===== config.mk =====
export PLATFORM = sky130hd
export DESIGN_NAME = apb_uart_master_flat
export DESIGN_NICKNAME = d
export VERILOG_FILES = /design/src/rtl/apb_uart_pkg.sv /design/src/rtl/apb_uart_master_if.sv /design/src/rtl/apb_wait_timer.sv /design/src/rtl/apb_uart_master.sv /design/src/flat_wrapper.sv
export SDC_FILE = /design/constraint.sdc
export NUM_CORES = 1
export LEC_CHECK = 0
export ABC_CLOCK_PERIOD_IN_PS = 4100
export BUFFER_PORTS_ARGS = -buffer_cell sky130_fd_sc_hd__buf_2
export CELL_PAD_IN_SITES_DETAIL_PLACEMENT = 0
export CELL_PAD_IN_SITES_GLOBAL_PLACEMENT = 1
export CORE_MARGIN = 2
export CORE_UTILIZATION = 35
export DETAILED_ROUTE_END_ITERATION = 10
export PLACE_DENSITY = 0.76
export SYNTH_ARGS = -nofsm -noshare
export SYNTH_HDL_FRONTEND = slang
export SYNTH_SLANG_ARGS = --single-unit

===== constraint.sdc =====
create_clock -name PCLK -period 4.1 [get_ports PCLK]
set_input_delay 1.23 -clock PCLK [delete_from_list [all_inputs] [get_ports PCLK]]
set_output_delay 1.23 -clock PCLK [all_outputs]
set_load 0.05 [all_outputs]

===== src/rtl/apb_uart_pkg.sv =====
// Shared types and constants for the APB requester that drives apb_uart_top.
package apb_uart_pkg;

  localparam int APB_DATA_W = 32;

  typedef enum logic [1:0] {
    IDLE   = 2'd0,
    SETUP  = 2'd1,
    ACCESS = 2'd2,
    RESP   = 2'd3
  } apb_mst_state_e;

  // Address is stored already zero-extended to the APB bus width.
  typedef struct packed {
    logic                  write;
    logic [APB_DATA_W-1:0] addr;
    logic [APB_DATA_W-1:0] wdata;
  } apb_req_t;

  typedef struct packed {
    logic [APB_DATA_W-1:0] rdata;
    logic                  err;
    logic                  timeout;
  } apb_rsp_t;

endpackage


===== src/rtl/apb_uart_master_if.sv =====
// Command/response stream plus APB bus seen by the requester (master) and its environment (slave).
interface apb_uart_master_if
  import apb_uart_pkg::*;
#(
  parameter int ADDR_W = 4
);
  logic                  req_valid;
  logic                  req_ready;
  logic                  req_write;
  logic [ADDR_W-1:0]     req_addr;
  logic [APB_DATA_W-1:0] req_wdata;
  logic                  rsp_valid;
  logic                  rsp_ready;
  logic [APB_DATA_W-1:0] rsp_rdata;
  logic                  rsp_err;
  logic                  rsp_timeout;
  logic                  PSELx;
  logic                  PENABLE;
  logic                  PWRITE;
  logic [APB_DATA_W-1:0] PADDR;
  logic [APB_DATA_W-1:0] PWDATA;
  logic [APB_DATA_W:0]   PRDATA;
  logic                  PREADY;
  logic                  PSLVERR;

  modport master (
    input  req_valid, req_write, req_addr, req_wdata, rsp_ready, PRDATA, PREADY, PSLVERR,
    output req_ready, rsp_valid, rsp_rdata, rsp_err, rsp_timeout,
           PSELx, PENABLE, PWRITE, PADDR, PWDATA
  );

  modport slave (
    output req_valid, req_write, req_addr, req_wdata, rsp_ready, PRDATA, PREADY, PSLVERR,
    input  req_ready, rsp_valid, rsp_rdata, rsp_err, rsp_timeout,
           PSELx, PENABLE, PWRITE, PADDR, PWDATA
  );
endinterface


===== src/rtl/apb_wait_timer.sv =====
// Wait-state counter for the ACCESS phase; done_o flags that the next low-PREADY edge reaches TIMEOUT.
module apb_wait_timer #(
  parameter int TIMEOUT = 16
) (
  input  logic clk_i,
  input  logic rst_i,
  input  logic clr_i,
  input  logic en_i,
  output logic done_o
);
  logic [7:0] cnt_q;
  logic [7:0] cnt_d;

  // Clear has priority so a fresh transfer never inherits old wait cycles.
  always_comb begin
    cnt_d = cnt_q;
    if (clr_i) begin
      cnt_d = 8'd0;
    end else if (en_i) begin
      cnt_d = cnt_q + 8'd1;
    end else begin
      cnt_d = cnt_q;
    end
  end

  always_ff @(posedge clk_i or posedge rst_i) begin
    if (rst_i) begin
      cnt_q <= 8'd0;
    end else begin
      cnt_q <= cnt_d;
    end
  end

  assign done_o = ((cnt_q + 8'd1) == TIMEOUT[7:0]);
endmodule


===== src/rtl/apb_uart_master.sv =====
// Valid/ready command stream to two-phase APB transfers, with wait-state timeout abort.
module apb_uart_master
  import apb_uart_pkg::*;
#(
  parameter int ADDR_W  = 4,
  parameter int TIMEOUT = 16
) (
  input logic PCLK,
  input logic PRESET,
  apb_uart_master_if.master bus
);
  apb_mst_state_e state_q, state_d;
  apb_req_t       req_q, req_d;
  apb_rsp_t       rsp_q, rsp_d;
  logic           ready_q, psel_q, penable_q, pwrite_q, rsp_valid_q;
  logic           tmr_clr_s, tmr_en_s, tmr_done_s;
  logic           unused_prdata_msb;

  apb_wait_timer #(.TIMEOUT(TIMEOUT)) u_timer (
    .clk_i (PCLK),
    .rst_i (PRESET),
    .clr_i (tmr_clr_s),
    .en_i  (tmr_en_s),
    .done_o(tmr_done_s)
  );

  // Next state, command latch and response capture.
  always_comb begin
    state_d   = state_q;
    req_d     = req_q;
    rsp_d     = rsp_q;
    tmr_clr_s = 1'b0;
    tmr_en_s  = 1'b0;
    case (state_q)
      IDLE: begin
        if (bus.req_valid && ready_q) begin
          req_d.write = bus.req_write;
          req_d.addr  = {{(APB_DATA_W-ADDR_W){1'b0}}, bus.req_addr};
          req_d.wdata = bus.req_wdata;
          tmr_clr_s   = 1'b1;
          state_d     = SETUP;
        end else begin
          state_d = IDLE;
        end
      end
      SETUP: state_d = ACCESS;
      ACCESS: begin
        tmr_en_s = ~bus.PREADY;
        // A ready slave on the final allowed edge completes rather than aborts.
        if (bus.PREADY) begin
          rsp_d.rdata   = req_q.write ? {APB_DATA_W{1'b0}} : bus.PRDATA[APB_DATA_W-1:0];
          rsp_d.err     = bus.PSLVERR;
          rsp_d.timeout = 1'b0;
          state_d       = RESP;
        end else if (tmr_done_s) begin
          rsp_d   = '{rdata: {APB_DATA_W{1'b0}}, err: 1'b1, timeout: 1'b1};
          state_d = RESP;
        end else begin
          state_d = ACCESS;
        end
      end
      RESP: begin
        if (bus.rsp_ready) begin
          state_d = IDLE;
        end else begin
          state_d = RESP;
        end
      end
      default: state_d = IDLE;
    endcase
  end

  // Outputs are registered from the next state so the bus pins never glitch.
  always_ff @(posedge PCLK or posedge PRESET) begin
    if (PRESET) begin
      state_q     <= IDLE;
      req_q       <= '{write: 1'b0, addr: {APB_DATA_W{1'b0}}, wdata: {APB_DATA_W{1'b0}}};
      rsp_q       <= '{rdata: {APB_DATA_W{1'b0}}, err: 1'b0, timeout: 1'b0};
      ready_q     <= 1'b0;
      psel_q      <= 1'b0;
      penable_q   <= 1'b0;
      pwrite_q    <= 1'b0;
      rsp_valid_q <= 1'b0;
    end else begin
      state_q     <= state_d;
      req_q       <= req_d;
      rsp_q       <= rsp_d;
      ready_q     <= (state_d == IDLE);
      psel_q      <= (state_d == SETUP) || (state_d == ACCESS);
      penable_q   <= (state_d == ACCESS);
      pwrite_q    <= req_d.write && ((state_d == SETUP) || (state_d == ACCESS));
      rsp_valid_q <= (state_d == RESP);
    end
  end

  assign bus.req_ready   = ready_q;
  assign bus.PSELx       = psel_q;
  assign bus.PENABLE     = penable_q;
  assign bus.PWRITE      = pwrite_q;
  assign bus.PADDR       = req_q.addr;
  assign bus.PWDATA      = req_q.wdata;
  assign bus.rsp_valid   = rsp_valid_q;
  assign bus.rsp_rdata   = rsp_q.rdata;
  assign bus.rsp_err     = rsp_q.err;
  assign bus.rsp_timeout = rsp_q.timeout;
  assign unused_prdata_msb = bus.PRDATA[APB_DATA_W];
endmodule


===== src/flat_wrapper.sv =====
// flat-port wrapper written by rule: the top's interface ports become plain ports
module apb_uart_master_flat import apb_uart_pkg::*;
#(
  parameter int ADDR_W  = 4,
  parameter int TIMEOUT = 16
)
  (PCLK, PRESET, bus_req_valid, bus_req_write, bus_req_addr, bus_req_wdata, bus_rsp_ready, bus_PRDATA, bus_PREADY, bus_PSLVERR, bus_req_ready, bus_rsp_valid, bus_rsp_rdata, bus_rsp_err, bus_rsp_timeout, bus_PSELx, bus_PENABLE, bus_PWRITE, bus_PADDR, bus_PWDATA);
  apb_uart_master_if #(.ADDR_W(ADDR_W)) bus_i ();
  input logic PCLK;
  input logic PRESET;
  input wire logic [$bits(bus_i.req_valid)-1:0] bus_req_valid;
  input wire logic [$bits(bus_i.req_write)-1:0] bus_req_write;
  input wire logic [$bits(bus_i.req_addr)-1:0] bus_req_addr;
  input wire logic [$bits(bus_i.req_wdata)-1:0] bus_req_wdata;
  input wire logic [$bits(bus_i.rsp_ready)-1:0] bus_rsp_ready;
  input wire logic [$bits(bus_i.PRDATA)-1:0] bus_PRDATA;
  input wire logic [$bits(bus_i.PREADY)-1:0] bus_PREADY;
  input wire logic [$bits(bus_i.PSLVERR)-1:0] bus_PSLVERR;
  output wire logic [$bits(bus_i.req_ready)-1:0] bus_req_ready;
  output wire logic [$bits(bus_i.rsp_valid)-1:0] bus_rsp_valid;
  output wire logic [$bits(bus_i.rsp_rdata)-1:0] bus_rsp_rdata;
  output wire logic [$bits(bus_i.rsp_err)-1:0] bus_rsp_err;
  output wire logic [$bits(bus_i.rsp_timeout)-1:0] bus_rsp_timeout;
  output wire logic [$bits(bus_i.PSELx)-1:0] bus_PSELx;
  output wire logic [$bits(bus_i.PENABLE)-1:0] bus_PENABLE;
  output wire logic [$bits(bus_i.PWRITE)-1:0] bus_PWRITE;
  output wire logic [$bits(bus_i.PADDR)-1:0] bus_PADDR;
  output wire logic [$bits(bus_i.PWDATA)-1:0] bus_PWDATA;
  assign bus_i.req_valid = bus_req_valid;
  assign bus_i.req_write = bus_req_write;
  assign bus_i.req_addr = bus_req_addr;
  assign bus_i.req_wdata = bus_req_wdata;
  assign bus_i.rsp_ready = bus_rsp_ready;
  assign bus_i.PRDATA = bus_PRDATA;
  assign bus_i.PREADY = bus_PREADY;
  assign bus_i.PSLVERR = bus_PSLVERR;
  assign bus_req_ready = bus_i.req_ready;
  assign bus_rsp_valid = bus_i.rsp_valid;
  assign bus_rsp_rdata = bus_i.rsp_rdata;
  assign bus_rsp_err = bus_i.rsp_err;
  assign bus_rsp_timeout = bus_i.rsp_timeout;
  assign bus_PSELx = bus_i.PSELx;
  assign bus_PENABLE = bus_i.PENABLE;
  assign bus_PWRITE = bus_i.PWRITE;
  assign bus_PADDR = bus_i.PADDR;
  assign bus_PWDATA = bus_i.PWDATA;
  apb_uart_master #(.ADDR_W(ADDR_W), .TIMEOUT(TIMEOUT)) u_core (.PCLK(PCLK), .PRESET(PRESET), .bus(bus_i));
endmodule

==> impl_metrics.sql <==
INSERT INTO impl_metrics (metric_group, metric, value, unit) VALUES
('cells_and_area', 'fillers', '1124', ''),
('synth', 'main_combinational_cell_family_by_area_after_synthesis', 'buffers and inverters', ''),
('synth', 'synth-xor-area-share', '0.873', '%'),
('route', 'ant_nets', '0', ''),
('grt', 'antenna_found_initial', '0', ''),
('route', 'residual_drc_count', '0', ''),
('synth', 'ys_top_cells_by_area', 'sky130_fd_sc_hd__dfrtp_1 54%, sky130_fd_sc_hd__buf_4 12%, sky130_fd_sc_hd__mux2_2 10%, sky130_fd_sc_hd__nand2_1 6.6%, sky130_fd_sc_hd__o22ai_1 5.0%', ''),
('place', 'dp_hpwl', '5.64', 'mm'),
('cells_and_area', 'design.final.nets', '548', ''),
('hold_path', 'min-delay-start', 'u_core.u_timer.cnt_q[7]', ''),
('sta', 'timing_worst_slew_pin_value', '1.14', 'ns'),
('sta', 'fin_worst_skew', '0.00699', 'ns'),
('die', 'design.die.area', '12300', 'um2'),
('synth', 'mappedNetlistArea', '4020', 'um2'),
('synth', 'avgSynthCellArea', '11.2', 'um2'),
('route', 'drtIter0Drc', '70', ''),
('synth', 'synthesis.instances', '360', ''),
('die', 'initial_utilization', '35.5', '%'),
('route', 'route.vias.total', '2729', ''),
('route', 'detailedRoute.firstPassIterationCount', '4', ''),
('power_and_ir_drop', 'post-layout-total-power', '4.56', 'mW'),
('synth', 'post_synth_most_frequent_cells', '86 x sky130_fd_sc_hd__dfrtp_1, 71 x sky130_fd_sc_hd__nand2_1, 65 x sky130_fd_sc_hd__buf_4', ''),
('synth', 'synth-async-reset-ratio', '100', '%'),
('clock_network', 'cts_hold_repair.buffers', '0', ''),
('worst_setup_path', 'critical_path.endpoint', 'u_core.bus.rsp_err', ''),
('cells_and_area', 'area_of_the_multi_input_gates', '1350', 'um2'),
('sta', 'setup_repair_after_global_routing_missed_its_margin', 'false', ''),
('clock_network', 'tritoncts', 'yes', ''),
('route', 'routed_wl', '8.04', 'mm'),
('cells_and_area', 'antenna-diode-count', '0', ''),
('cells_and_area', 'final-seq-area', '2150', 'um2'),
('worst_setup_path', 'r2r.worst_path.cells', '3', ''),
('clock_network', 'cts_buffers', '9', ''),
('worst_setup_path', 'worst_setup_path_end_kind', 'flop', ''),
('synth', 'ys.flop_type', 'sky130_fd_sc_hd__dfrtp_1', ''),
('cells_and_area', 'final_core_utilization', '41.9', '%'),
('place', 'io_buffers', '149', ''),
('sta', 'ratio_of_final_minimum_period_to_clock_period', '56.5', '%'),
('grt', 'grt_use_total', '13.2', '%'),
('place', 'place.gp.congestion', '0.763', ''),
('clock_network', 'later_pin_clock_latency_in_the_skew_report', '0.33', 'ns'),
('synth', 'synth_compound_gate_area_share', '7.82', '%'),
('worst_setup_path', 'worst-path-buf-inv', '1', ''),
('worst_setup_path', 'worst_setup_path_start_kind', 'primary input', ''),
('synth', 'synth_area_leader', 'sky130_fd_sc_hd__dfrtp_1', ''),
('worst_setup_path', 'worstSetupPathDepth', '4', ''),
('synth', 'synth.top_cell.area_share', '53.6', '%'),
('worst_setup_path', 'reg2reg_setup_slack', '2.15', 'ns'),
('run', 'max_cap_violations', '0', ''),
('clock_network', 'clk_pin_slew_worst_paths', '0.06', 'ns'),
('worst_setup_path', 'critical_path.max_fanout', '67', ''),
('cells_and_area', 'layout-drive-gt1-share', '45.3', '%'),
('grt', 'grt-ovfl-total', '0', ''),
('grt', 'first_global_vias', '2693', ''),
('clock_network', 'h-tree-depth', '3', ''),
('cells_and_area', 'area_growth_syn_to_layout', '18.2', '%'),
('sta', 'setup_viol_count_final', '0', ''),
('synth', 'synth_sequential_area_ratio', '53.6', '%'),
('die', 'io_pins', '179', ''),
('synth', 'post_synth_and_or_nand_nor_area_fraction', '10.4', '%'),
('worst_setup_path', 'critical_path.top_delay_family', 'simple AND/OR/NAND/NOR gates', ''),
('synth', 'synth_edf_count', '0', ''),
('die', 'placeable_core_area', '11300', 'um2'),
('sta', 'max_slew_margin', '23.5', '%'),
('route', 'avgRoutedWirePerCell', '13.1', 'um'),
('run_status', 'result_of_the_run', 'complete, no violations', ''),
('clock_network', 'cts_setup_buffers', '0', ''),
('hold_path', 'hp-class', 'reg -> reg', ''),
('worst_setup_path', 'timing.rr.end', 'u_core.bus.rsp_err', ''),
('power_and_ir_drop', 'vdd.ir_drop.worst', '0.420', 'mV'),
('clock_network', 'cts_root_buf', 'sky130_fd_sc_hd__clkbuf_16', '');
==> logic make-up (layout without fill, tap and decap cells) <==
| family | after synthesis | in the layout |
|---|---|---|
| flops | 86 | 86 |
| mux | 37 | 37 |
| fa+ha+maj | 4 | 4 |
| xor+xnor | 4 | 4 |
| compound gates | 48 | 48 |
| buf+inv | 86 | 171 |
| other cells | 1 | 28 |
| simple gates | 94 | 94 |
==> worst register-to-register path: stages, from the launching register on <==
cell                      delay [ns]
sky130_fd_sc_hd__dfrtp_1        0.44
sky130_fd_sc_hd__nor2b_1        0.24
sky130_fd_sc_hd__nand2_2        0.67
sky130_fd_sc_hd__o22a_1         0.49
==> where the power goes <==
group,internal (mW),switching [mW]
Sequential,1.23,0.200
Clock,0.439,0.313
Combinational,0.580,1.79
==> how the worst min path moves through the flow <==
stage	cells past startpoint	to	slack [ns]
floorplan	1	u_core.u_timer.cnt_q[7]	0.45
global placement	1	u_core.bus.rsp_timeout	0.47
detailed placement	1	u_core.u_timer.cnt_q[7]	0.49
CTS	1	u_core.u_timer.cnt_q[7]	0.50
global route	1	u_core.u_timer.cnt_q[7]	0.51
finish	1	u_core.u_timer.cnt_q[7]	0.49
==> through the flow <==
| stage | hold WS [ns] | setup slack (ns) |
|---|---|---|
| detailed placement | 0.485 | 1.40 |
| global placement | 0.473 | 1.45 |
| CTS | 0.496 | 1.76 |
| global route | 0.510 | 1.60 |
| finish | 0.488 | 1.78 |
| floorplan | 0.451 | 0.648 |
==> routing by layer <==
layer	vias up	track usage (%)	share of wire (%)
li1	1340	-	-
met1	1266	16.2	44
met2	115	21.6	45
met3	8	4.81	8.8
met4	0	4.44	1.2
met5	-	0	0
==> final cells by class <==
cell class	instances	area share (%)
clock buffers	12	5.40
flip-flops and latches	86	45.3
well taps	143	3.77
clock inverters	3	0.422
multi-input cells	215	28.4
inverters	2	0.185
repair buffers	154	16.5
==> cell usage in the layout (no fill, tap or decap), drive strengths merged, types with 2 or more instances in the layout <==
cell type,n
dfrtp,86
nand4,2
conb,28
nand2,71
clkinvlp,2
and3,2
ha,4
o22ai,32
nand3,5
clkinv,2
mux2,37
xor2,4
clkbuf,12
nor2b,2
buf,154
nor2,3
nand3b,2
o21ai,8
==> state kept, by name (all words and copies together) (netlist names) <==
signal / count
u_core.bus.PWRITE: 1
u_core.bus.PSELx: 1
u_core.req_q: 1
u_core.bus.rsp_valid: 1
u_core.bus.PADDR: 4
u_core.bus.PWDATA: 32
u_core.bus.rsp_rdata: 32
u_core.bus.req_ready: 1
u_core.bus.rsp_err: 1
u_core.state_q: 2
u_core.bus.rsp_timeout: 1
u_core.bus.PENABLE: 1
u_core.u_timer.cnt_q: 8
Note: power is estimated with default switching activity, not from simulation.
